==> config.mk <==
export PLATFORM = sky130hd
export DESIGN_NAME = tl_left_phase_scheduler
export DESIGN_NICKNAME = d
export VERILOG_FILES = /design/src/rtl/tl_left_phase_scheduler.sv
export SDC_FILE = /design/constraint.sdc
export NUM_CORES = 1
export LEC_CHECK = 0
export ABC_AREA = 1
export CELL_PAD_IN_SITES_DETAIL_PLACEMENT = 1
export CELL_PAD_IN_SITES_GLOBAL_PLACEMENT = 1
export CORE_MARGIN = 2
export CORE_UTILIZATION = 25
export CTS_CLUSTER_SIZE = 40
export DETAILED_ROUTE_END_ITERATION = 16
export GPL_TIMING_DRIVEN = 1
export PLACE_DENSITY = 0.67
export REMOVE_ABC_BUFFERS = 1
export SYNTH_ARGS = -nofsm -noshare
export SYNTH_HDL_FRONTEND = slang
export SYNTH_SLANG_ARGS = --single-unit
==> constraint.sdc <==
create_clock -name clk -period 2.85 [get_ports clk]
set_input_delay 0.285 -clock clk [delete_from_list [all_inputs] [get_ports clk]]
set_output_delay 0.285 -clock clk [all_outputs]
set_load 0.05 [all_outputs]
==> src/rtl/tl_left_phase_scheduler.sv <==
// Two-road traffic light sequencer with protected left-turn phases.
// Moore FSM with a dwell timer; optional all-red clearance via TL_ALL_RED_EN.
//
// Ports:
//   clk      rising-edge clock
//   reset_n  asynchronous active-low reset
//   ta/tal   road A through / left request
//   tb/tbl   road B through / left request
//   la/lb    road lights: 00 green, 01 yellow, 10 left, 11 red
//   phase    current phase code S0..S7
//   allred   high during all-red clearance (tied 0 without TL_ALL_RED_EN)
//
// Macro TL_ALL_RED_EN: inserts ALLRED_LEN cycles of all-red between roads.
module tl_left_phase_scheduler #(
    parameter int GREEN_MIN  = 4,
    parameter int GREEN_MAX  = 16,
    parameter int YELLOW_LEN = 2,
    parameter int ALLRED_LEN = 1,
    parameter int TW         = 5
) (
    input  logic       clk,
    input  logic       reset_n,
    input  logic       ta,
    input  logic       tal,
    input  logic       tb,
    input  logic       tbl,
    output logic [1:0] la,
    output logic [1:0] lb,
    output logic [2:0] phase,
    output logic       allred
);

`ifdef TL_ALL_RED_EN
    // Clearance states remember which yellow they follow so that phase
    // keeps showing that yellow code while all-red is active.
    typedef enum logic [3:0] {
        S0     = 4'd0,
        S1     = 4'd1,
        S2     = 4'd2,
        S3     = 4'd3,
        S4     = 4'd4,
        S5     = 4'd5,
        S6     = 4'd6,
        S7     = 4'd7,
        AR_AB1 = 4'd8,
        AR_AB3 = 4'd9,
        AR_BA5 = 4'd10,
        AR_BA7 = 4'd11
    } state_e;
`else
    typedef enum logic [2:0] {
        S0 = 3'd0,
        S1 = 3'd1,
        S2 = 3'd2,
        S3 = 3'd3,
        S4 = 3'd4,
        S5 = 3'd5,
        S6 = 3'd6,
        S7 = 3'd7
    } state_e;
`endif

    localparam logic [TW-1:0] T_SAT  = {TW{1'b1}};
    localparam logic [TW-1:0] T_GMIN = TW'(GREEN_MIN - 1);
    localparam logic [TW-1:0] T_GMAX = TW'(GREEN_MAX - 1);
    localparam logic [TW-1:0] T_YEL  = TW'(YELLOW_LEN - 1);

    state_e        state_q, state_d;
    logic [TW-1:0] t_q, t_d;

    logic gmin;
    logic gmax;
    logic ydone;
    logic a_req;
    logic b_req;

    assign gmin  = (t_q >= T_GMIN);
    assign gmax  = (t_q >= T_GMAX);
    assign ydone = (t_q == T_YEL);
    assign a_req = ta | tal;
    assign b_req = tb | tbl;

`ifdef TL_ALL_RED_EN
    localparam logic [TW-1:0] T_AR = TW'(ALLRED_LEN - 1);
    logic ardone;
    assign ardone = (t_q == T_AR);
`endif

    // Next-state logic
    always_comb begin
        state_d = state_q;
        unique case (state_q)
            S0: begin
                if (gmin && (!ta || (gmax && b_req)))
                    state_d = S1;
            end
            S1: begin
                if (ydone) begin
`ifdef TL_ALL_RED_EN
                    state_d = tal ? S2 : AR_AB1;
`else
                    state_d = tal ? S2 : S4;
`endif
                end
            end
            S2: begin
                if (gmin && (!tal || (gmax && b_req)))
                    state_d = S3;
            end
            S3: begin
                if (ydone) begin
`ifdef TL_ALL_RED_EN
                    state_d = AR_AB3;
`else
                    state_d = S4;
`endif
                end
            end
            S4: begin
                if (gmin && (!tb || (gmax && a_req)))
                    state_d = S5;
            end
            S5: begin
                if (ydone) begin
`ifdef TL_ALL_RED_EN
                    state_d = tbl ? S6 : AR_BA5;
`else
                    state_d = tbl ? S6 : S0;
`endif
                end
            end
            S6: begin
                if (gmin && (!tbl || (gmax && a_req)))
                    state_d = S7;
            end
            S7: begin
                if (ydone) begin
`ifdef TL_ALL_RED_EN
                    state_d = AR_BA7;
`else
                    state_d = S0;
`endif
                end
            end
`ifdef TL_ALL_RED_EN
            AR_AB1, AR_AB3: begin
                if (ardone)
                    state_d = S4;
            end
            AR_BA5, AR_BA7: begin
                if (ardone)
                    state_d = S0;
            end
`endif
            default: state_d = S0;
        endcase
    end

    // Dwell timer restarts at 0 on every state change and saturates.
    always_comb begin
        t_d = t_q;
        if (state_d != state_q)
            t_d = '0;
        else if (t_q != T_SAT)
            t_d = t_q + 1'b1;
    end

    always_ff @(posedge clk or negedge reset_n) begin
        if (!reset_n) begin
            state_q <= S0;
            t_q     <= '0;
        end else begin
            state_q <= state_d;
            t_q     <= t_d;
        end
    end

    // Output decode from registered state only
    always_comb begin
        la     = 2'b11;
        lb     = 2'b11;
        phase  = 3'd0;
        allred = 1'b0;
        unique case (state_q)
            S0: begin la = 2'b00; phase = 3'd0; end
            S1: begin la = 2'b01; phase = 3'd1; end
            S2: begin la = 2'b10; phase = 3'd2; end
            S3: begin la = 2'b01; phase = 3'd3; end
            S4: begin lb = 2'b00; phase = 3'd4; end
            S5: begin lb = 2'b01; phase = 3'd5; end
            S6: begin lb = 2'b10; phase = 3'd6; end
            S7: begin lb = 2'b01; phase = 3'd7; end
`ifdef TL_ALL_RED_EN
            AR_AB1: begin allred = 1'b1; phase = 3'd1; end
            AR_AB3: begin allred = 1'b1; phase = 3'd3; end
            AR_BA5: begin allred = 1'b1; phase = 3'd5; end
            AR_BA7: begin allred = 1'b1; phase = 3'd7; end
`endif
            default: begin
                la    = 2'b11;
                lb    = 2'b11;
                phase = 3'd0;
            end
        endcase
    end

endmodule
# ---- Word level (Yosys, flattened, before mapping)
# Index checks and enable logic that the tools add are counted.
dict set report classes {
  addsub 1
  multipliers 0
  div 0
  order_cmp 2
  n_eq_ne 10
  n_shift 0
  n_mux 16
  n_bitwise 2
  n_reduce_logical 18
}
# cell n
set ops {}
lappend ops {{one-hot mux 3 bit (8 select lines)} 2}
lappend ops {{two-way mux 3 bit} 10}
lappend ops {{equality test 3 bit (second input constant)} 4}
lappend ops {{one-hot mux 2 bit (3 select lines)} 2}
lappend ops {{two-way mux 5 bit} 2}
lappend ops {{equality test 3 x 2 -> 1 bit (second input constant)} 2}
lappend ops {{logical AND 1 bit} 6}
lappend ops {{adder 5 x 1 -> 5 bit (second input constant)} 1}
lappend ops {{equality test 5 x 1 -> 1 bit (second input constant)} 1}
lappend ops {{>= comparator 5 x 2 -> 1 bit (second input constant)} 1}
lappend ops {{>= comparator 5 x 4 -> 1 bit (second input constant)} 1}
lappend ops {{inequality test 5 bit (second input constant)} 1}
lappend ops {{logical NOT 1 bit} 4}
lappend ops {{logical OR 1 bit} 4}
lappend ops {{OR reduction 2 bit} 2}
lappend ops {{equality test 3 x 1 -> 1 bit (second input constant)} 1}
lappend ops {{logical NOT 3 bit} 1}
lappend ops {{inequality test 3 bit} 1}
lappend ops {{OR 1 bit} 2}
lappend ops {{nonzero test 2 bit} 1}
dict set report word_totals {
  reg_bits 8
  latch_bits 0
  ram_bits 0
  romBits 0
  in_bits 6
  output_inout_bits 8
  word_cells 51
  mem_count 0
}

# ---- Longest topological paths before layout
# Gate-level depths: netlist of run 1.
dict set report depth {
  word_depth 8
  depth_mapped 11
  mapped_depth_nobuf 11
}

# ---- Worst setup path before layout of run 1
# Ideal clock, no wire load.
dict set report synth_path {
  kind {reg-to-reg}
  start {reg t_q[0]}
  end {reg t_q[3]}
  setup_ns 0.121
  arrival_ns 1.346
  required_ns 2.729
  setup_slack_ns 1.384
  path_stages_with_launch 8
  n_path_buf 0
  period_less_slack_ns 1.466
  cell_sequence {dfrtp_1 > ha_1 > inv_1 > nor2_1 > ha_1 > nor3_1 > xnor2_1 > nor2_2}
}
dict set report synth_between {
  elab_chain_cells 8
  elab_cells_between_ends 28
}
# item line_no
set synth_rtl {}
lappend synth_rtl {{from (decl)} 69} ;# logic [TW-1:0] t_q, t_d;
lappend synth_rtl {{from (signal assigned)} 174} ;# t_q <= t_d;
lappend synth_rtl {{>= comparator 5 x 4 -> 1 bit} 78} ;# assign gmax = (t_q >= T_GMAX);
lappend synth_rtl {{logical AND 1 bit (on tied branches)} -}
lappend synth_rtl {{logical OR 1 bit (on tied branches)} -}
lappend synth_rtl {{logical AND 1 bit (on tied branches)} -}
lappend synth_rtl {{two-way mux 3 bit (on tied branches)} -}
lappend synth_rtl {{one-hot mux 3 bit (8 select lines)} 92} ;# unique case (state_q)
lappend synth_rtl {{inequality test 3 bit} 162} ;# if (state_d != state_q)
lappend synth_rtl {{two-way mux 5 bit or nonzero test 2 bit (tied branches)} -}
# Parallel ways exist; a longest one is shown, timed or not. The select of a mux whose other input is x is not followed.
# A chain may end at the register's enable or synchronous reset.

# ---- Final worst setup path of run 1
dict set report layout_path {
  start {reg state_q[1]}
  end {out lb[0]}
}
dict set report layout_between {
  elab_chain_cells 3
  elab_cells_between_ends 6
}
# item line_no
set layout_rtl {}
lappend layout_rtl {{from (decl)} 68} ;# state_e state_q, state_d;
lappend layout_rtl {{from (signal assigned)} 173} ;# state_q <= state_d;
lappend layout_rtl {{equality test 3 bit} 184} ;# unique case (state_q)
lappend layout_rtl {{OR reduction 2 bit (no line)} -}
lappend layout_rtl {{one-hot mux 2 bit (3 select lines) (*)} 184}
lappend layout_rtl {{to (decl)} 28} ;# output logic [1:0] lb,
# Every way passes the cells marked *; elsewhere a longest branch is shown, timed or not.

==> flow_summary.yaml, run 1 <==
clock_network:
  clk-insertion-delay-late_ps: 260
  cts_setup_buffers: 0
  cts-root-to-sink-buffers: 2
  cts_buffers: 3
  cts_resized: 0
  cts.root.buffer_cell: "clkbuf_4"
  clock_sinks: 8
  tritoncts: "built"
  cts_hold_buffers: 0
  clk_pin_slew_worst_paths_ps: 60
  htree_num_levels: 1
floorplan:
  start_util: 0.270
  top_level_ports: 14
  die_width_um: 56.2
  rows: 18
  core_mm2: 0.00252
  die_area_mm2: 0.00316
  die_height_um: 56.2
critical_path:
  worst_r2r_path_depth: 9
  crit_slowest_cell: "clkdlybuf4s50_1"
  critPathLaunchType: "flop"
  critPathMaxStageDelay_ps: 800
  timing.critical_path.arrival_ps: 2100
  regToRegStartpoint: "t_q[0]$_DFFE_PN0P_"
  endpoint_kind: "output port"
  critical_path_required_ps: 2570
  worstPathCellList: "inv_1 > nor3_2 > or3_1 > clkdlybuf4s50_1"
  cp_max_fo: 9
  criticalPathCategory: "reg2out"
  r2r_slack_ps: 1240
  worstPathBufferInverterCount: 2
  path_delay_family: "buffers and inverters"
  r2r_end: "t_q[2]$_DFFE_PN0P_"
synth:
  synthesis.yosys.warnings: 0
  netlist.top_cell.by_area: "dfrtp_1"
  synth_seq_cells: 8
  number_of_distinct_library_cells_after_synthesis: 26
  synth_area_per_cell_um2: 7.03
  cell_count_after_synthesis: 97
  number_of_flops_mapped_to_enable_cells_by_yosys: 0
  synthDominantCellAreaShare: 0.294
  postSynth.asyncResetShare: 1.00
  ys_dominant_reg_cell: "dfrtp_1"
  mappedNetlistArea_um2: 682
  synth_seq_area_share: 0.294
  synth_area_leaders: "dfrtp_1 29%, nand2_1 11%, inv_1 7.7%"
global_routing:
  antenna_found_initial: 0
  grt_pass1_vias: 642
  grt_start_max_net_pins: 10
  globalRouteOverflowTotal: 0
  grt_first_pass_wirelength_um: 2840
  gr-usage-all-layers: 0.114
timing:
  max_slew_margin: 0.663
  tns_ps: 0
  skew_ps: 10.7
  final-max-slew-violation-count: 0
  max_freq_mhz: 419
  finalSetupViolations: 0
  report.final.hold_viol_count: 0
  unrepaired_setup_endpoints_after_global_routing: "false"
  period_share: 0.838
  period_minus_slack_ps: 2390
  timing_worst_slew_pin_value_ps: 504
detailed_routing:
  num_vias: 622
  via_density_per_instance: 4.57
  drt_first_iter_violations: 9
  drt_first_pass_iters: 4
  drc_errors: 0
  routed_wire_length_per_instance_um: 11.5
  detail-route-antenna-nets: 0
  route.final.wire_length_um: 1570
layout:
  final_std_cell_area_no_fill_um2: 821
  mostFrequentLayoutCell: "nand2_1"
  fraction_of_final_layout_cells_sized_beyond_drive_strength_1: 0.170
  layout.core_utilization: 0.325
  antenna_cells_inserted: 0
  areaGrowthSynthToFinish_pct: 20.4
  layout.nets: 118
  layout.cells.non_filler: 136
  layout.cells.most_common_list: "20 x nand2_1, 14 x inv_1, 12 x clkdlybuf4s50_1"
power_and_ir_drop:
  power_switching_share: 0.560
  share_clk_of_total_power: 0.089
  power_per_cell_area_mw_per_mm2: 1240
  max-vdd-ir-drop_uv: 598
  switchingPower_w: 0.000570
  power_report.internal_total_w: 0.000448
  combinationalPowerShare: 0.679
  p_leak_nw: 0.403
  pwr-share-seq: 0.231
  overall_power_consumption_w: 0.00102
placement:
  post-place-cells: 133
  finalWeightedCongestion: 0.750
  portBuffers: 12
  detailed_place.area_um2: 798
  dp.final_hpwl_um: 1270
run:
  drv_cap: 0
status:
  outcome: "finished clean"
min_path:
  hold_class: "in2async"
[worst reg2reg max path: cells and delay by family (launching register included)]
kind / cells / cell delay, ps
adders and majority gates: 2 / 440
DFF: 1 / 410
xor gates and xnor gates: 1 / 150
buffers and inverters: 3 / 240
and+or+nand+nor: 3 / 320
[power by group through the flow]
| stage | sequential, W | clock (W) | combinational [W] |
|---|---|---|---|
| global placement | 0.000234 | 0 | 0.000687 |
| global route | 0.000247 | 0.000100 | 0.000772 |
| finish | 0.000235 | 0.0000909 | 0.000691 |
| CTS | 0.000235 | 0.0000951 | 0.000702 |
| floorplan | 0.000291 | 0 | 0.000449 |
| detailed placement | 0.000237 | 0 | 0.000699 |
[worst max path at each step]
stage | start | endpoint | depth (start not counted)
6_report | state_q[1]$_DFF_PN0_ | lb[0] | 4
5_1_grt | state_q[1]$_DFF_PN0_ | lb[0] | 4
4_1_cts | state_q[1]$_DFF_PN0_ | lb[0] | 4
3_5_place_dp | state_q[1]$_DFF_PN0_ | lb[0] | 4
3_3_place_gp | state_q[1]$_DFF_PN0_ | lb[1] | 5
2_1_floorplan | state_q[1]$_DFF_PN0_ | lb[0] | 3
[synth_stat cells, types with 2 or more instances]
| cell type | n |
|---|---|
| buf_6 | 2 |
| clkbuf_1 | 3 |
| dfrtp_1 | 8 |
| ha_1 | 4 |
| inv_1 | 14 |
| nand2_1 | 20 |
| nand2_2 | 2 |
| nand3_1 | 2 |
| nand4_1 | 2 |
| nor2_1 | 11 |
| nor2_2 | 7 |
| nor3_2 | 2 |
| o21ai_0 | 4 |
| o21ai_1 | 3 |
| xor2_1 | 2 |
[sequential cells by signal (all words and copies together), names as in the netlist]
| register | cells |
|---|---|
| state_q | 3 |
| t_q | 5 |
[layer usage]
layer | global-route usage | wire length [um]
met5 | 0 | 0
met4 | 0.0510 | 27
met1 | 0.139 | 727
met2 | 0.192 | 728
met3 | 0.0256 | 82
[per-stage QoR]
stage	setup slack [ps]	hold slack, ps
CTS	454	311
finish	461	298
global placement	808	590
detailed placement	747	598
floorplan	1040	-10.6
global route	367	324
[cell families (layout without fill, tap and decap cells)]
kind of cell | after synthesis | count (layout) | share of synthesized area
adders and majority gates | 4 | 4 | 0.0734
xor gates and xnor gates | 3 | 3 | 0.0385
buffers and inverters | 22 | 31 | 0.156
DFF | 8 | 8 | 0.294
and+or+nand+nor | 50 | 50 | 0.363
AOI/OAI and AO/OA | 9 | 9 | 0.0697
other | 1 | 1 | 0.00550
[cell type report]
type	count	area, um^2
Fill cell	340	1700
Multi-Input combinational cell	67	375
Sequential cell	8	200
Timing Repair Buffer	12	120
Inverter	16	65.1
Tap cell	30	37.5
Clock buffer	3	22.5
Power figures use the tool's default switching activity.
==> run 2: changes to the inputs <==
PLACE_DENSITY = 0.7   (was 0.67)
clock period = 2.05 ns   (was 2.85 ns; I/O delays follow)
==> flow_summary.yaml, run 2 (same netlist as run 1, synthesis figures left out) <==
status:
  outcome: "finished clean"
timing:
  finalSetupViolations: 0
  max_freq_mhz: 523
  skew_ps: 4.63
  tns_ps: 0
  period_share: 0.932
  report.final.hold_viol_count: 0
  unrepaired_setup_endpoints_after_global_routing: "false"
  period_minus_slack_ps: 1910
  timing.hold.ws_ps: 234
  final-max-slew-violation-count: 0
critical_path:
  regToRegStartpoint: "t_q[0]$_DFFE_PN0P_"
  r2r_slack_ps: 460
  criticalPathCategory: "reg2out"
  endpoint_kind: "output port"
  critPathLaunch: "state_q[2]$_DFF_PN0_"
  critPathLaunchType: "flop"
  critPathCapture: "la[0]"
  r2r_end: "t_q[2]$_DFFE_PN0P_"
  cp_max_fo: 8
  critical_path_required_ps: 1850
  timing.critical_path.arrival_ps: 1710
  worst_r2r_path_depth: 9
layout:
  areaGrowthSynthToFinish_pct: 19.3
  layout.cells.non_filler: 136
  layout.nets: 118
  antenna_cells_inserted: 0
  layout.cells.most_common_list: "20 x nand2_1, 14 x inv_1, 11 x nor2_1"
  fraction_of_final_layout_cells_sized_beyond_drive_strength_1: 0.198
  reg.largest.list: "t_q: 5 flops, state_q: 3 flops"
  max_flop_register: "t_q"
  layout.core_utilization: 0.322
  largest_reg_flops: 5
  final_std_cell_area_no_fill_um2: 813
  mostFrequentLayoutCell: "nand2_1"
global_routing:
  gr-usage-all-layers: 0.109
  grt_pass1_vias: 642
  top_usage_layer: "met2"
  grtUsageMet3: 0.0395
  met2_usage: 0.198
  antenna_found_initial: 0
  grt_first_pass_wirelength_um: 2730
  globalRouteOverflowTotal: 0
  grt_util_met1: 0.114
  grt_start_max_net_pins: 10
detailed_routing:
  drt_first_iter_violations: 5
  routed_wire_length_per_instance_um: 11.6
  num_vias: 621
  drc_errors: 0
  detail-route-antenna-nets: 0
  route.final.wire_length_um: 1580
  via_density_per_instance: 4.57
  drt_first_pass_iters: 4
power_and_ir_drop:
  pwr-share-seq: 0.235
  switchingPower_w: 0.000794
  share_clk_of_total_power: 0.083
  p_leak_nw: 0.404
  combinationalPowerShare: 0.683
  power_switching_share: 0.565
  max-vdd-ir-drop_uv: 918
  power_report.internal_total_w: 0.000611
  power_per_cell_area_mw_per_mm2: 1730
floorplan:
  die_width_um: 56.2
  die_area_mm2: 0.00316
  rows: 18
  start_util: 0.270
  die_height_um: 56.2
  core_mm2: 0.00252
  top_level_ports: 14
clock_network:
  cts_buffers: 3
  tritoncts: "built"
  cts_hold_buffers: 0
  cts.root.buffer_cell: "clkbuf_4"
  cts-root-to-sink-buffers: 2
  clock_sinks: 8
  cts_resized: 0
  clk_pin_slew_worst_paths_ps: 50
  htree_num_levels: 1
  cts_setup_buffers: 0
  clk-insertion-delay-late_ps: 250
placement:
  portBuffers: 12
  finalWeightedCongestion: 0.775
  detailed_place.area_um2: 791
  dp.final_hpwl_um: 1290
  post-place-cells: 133
run:
  drv_cap: 0
min_path:
  hold_class: "in2async"
[run 2: cell types whose count changed in the layout (fill, tap and decap cells not counted)]
| cell | change |
|---|---|
| buf_4 | +3 |
| clkdlybuf4s50_1 | -3 |
[run 2: worst min-delay path by stage]
stage,cells after the start,slack (ps),endpoint
global placement,1,500,t_q[0]$_DFFE_PN0P_
finish,1,230,state_q[1]$_DFF_PN0_
global route,1,240,state_q[1]$_DFF_PN0_
floorplan,0,-90,state_q[0]$_DFF_PN0_
CTS,1,230,t_q[2]$_DFFE_PN0P_
detailed placement,1,510,t_q[0]$_DFFE_PN0P_
[run 2: layout make-up]
| cell class | count | area, um^2 |
|---|---|---|
| fillers | 328 | 1710 |
| flip-flops and latches | 8 | 200 |
| repair buffers | 12 | 113 |
| clock buffers | 3 | 22.5 |
| multi-input cells | 67 | 375 |
| inverters | 16 | 65.1 |
| well taps | 30 | 37.5 |
[run 2: power by group through the flow]
stage	Clock, W	Combinational (W)	Sequential, W
after floorplan	0	0.000625	0.000405
after global placement	0	0.000938	0.000327
after detailed placement	0	0.000969	0.000334
after CTS	0.000123	0.000972	0.000331
after global routing	0.000134	0.00106	0.000342
final	0.000116	0.000959	0.000330
[run 2: per-stage QoR]
stage	worst slack [ps]	power [W]
floorplan	318	0.00103
global placement	414	0.00126
detailed placement	399	0.00130
CTS	122	0.00143
global route	50.2	0.00153
finish	139	0.00140
[run 2: per-layer routing]
layer | part of all wire | up-vias | wire length, um
met1 | 0.44 | 289 | 691
met3 | 0.058 | 2 | 92
met5 | 0 | - | 0
li1 | - | 312 | -
met4 | 0.0089 | 0 | 14
met2 | 0.49 | 18 | 777
[run 2: worst max-delay path: stages, from the launching register on]
cell and delay [ps]:
dfrtp_1 520, inv_6 80, nand2_1 60, clkdlybuf4s50_1 790
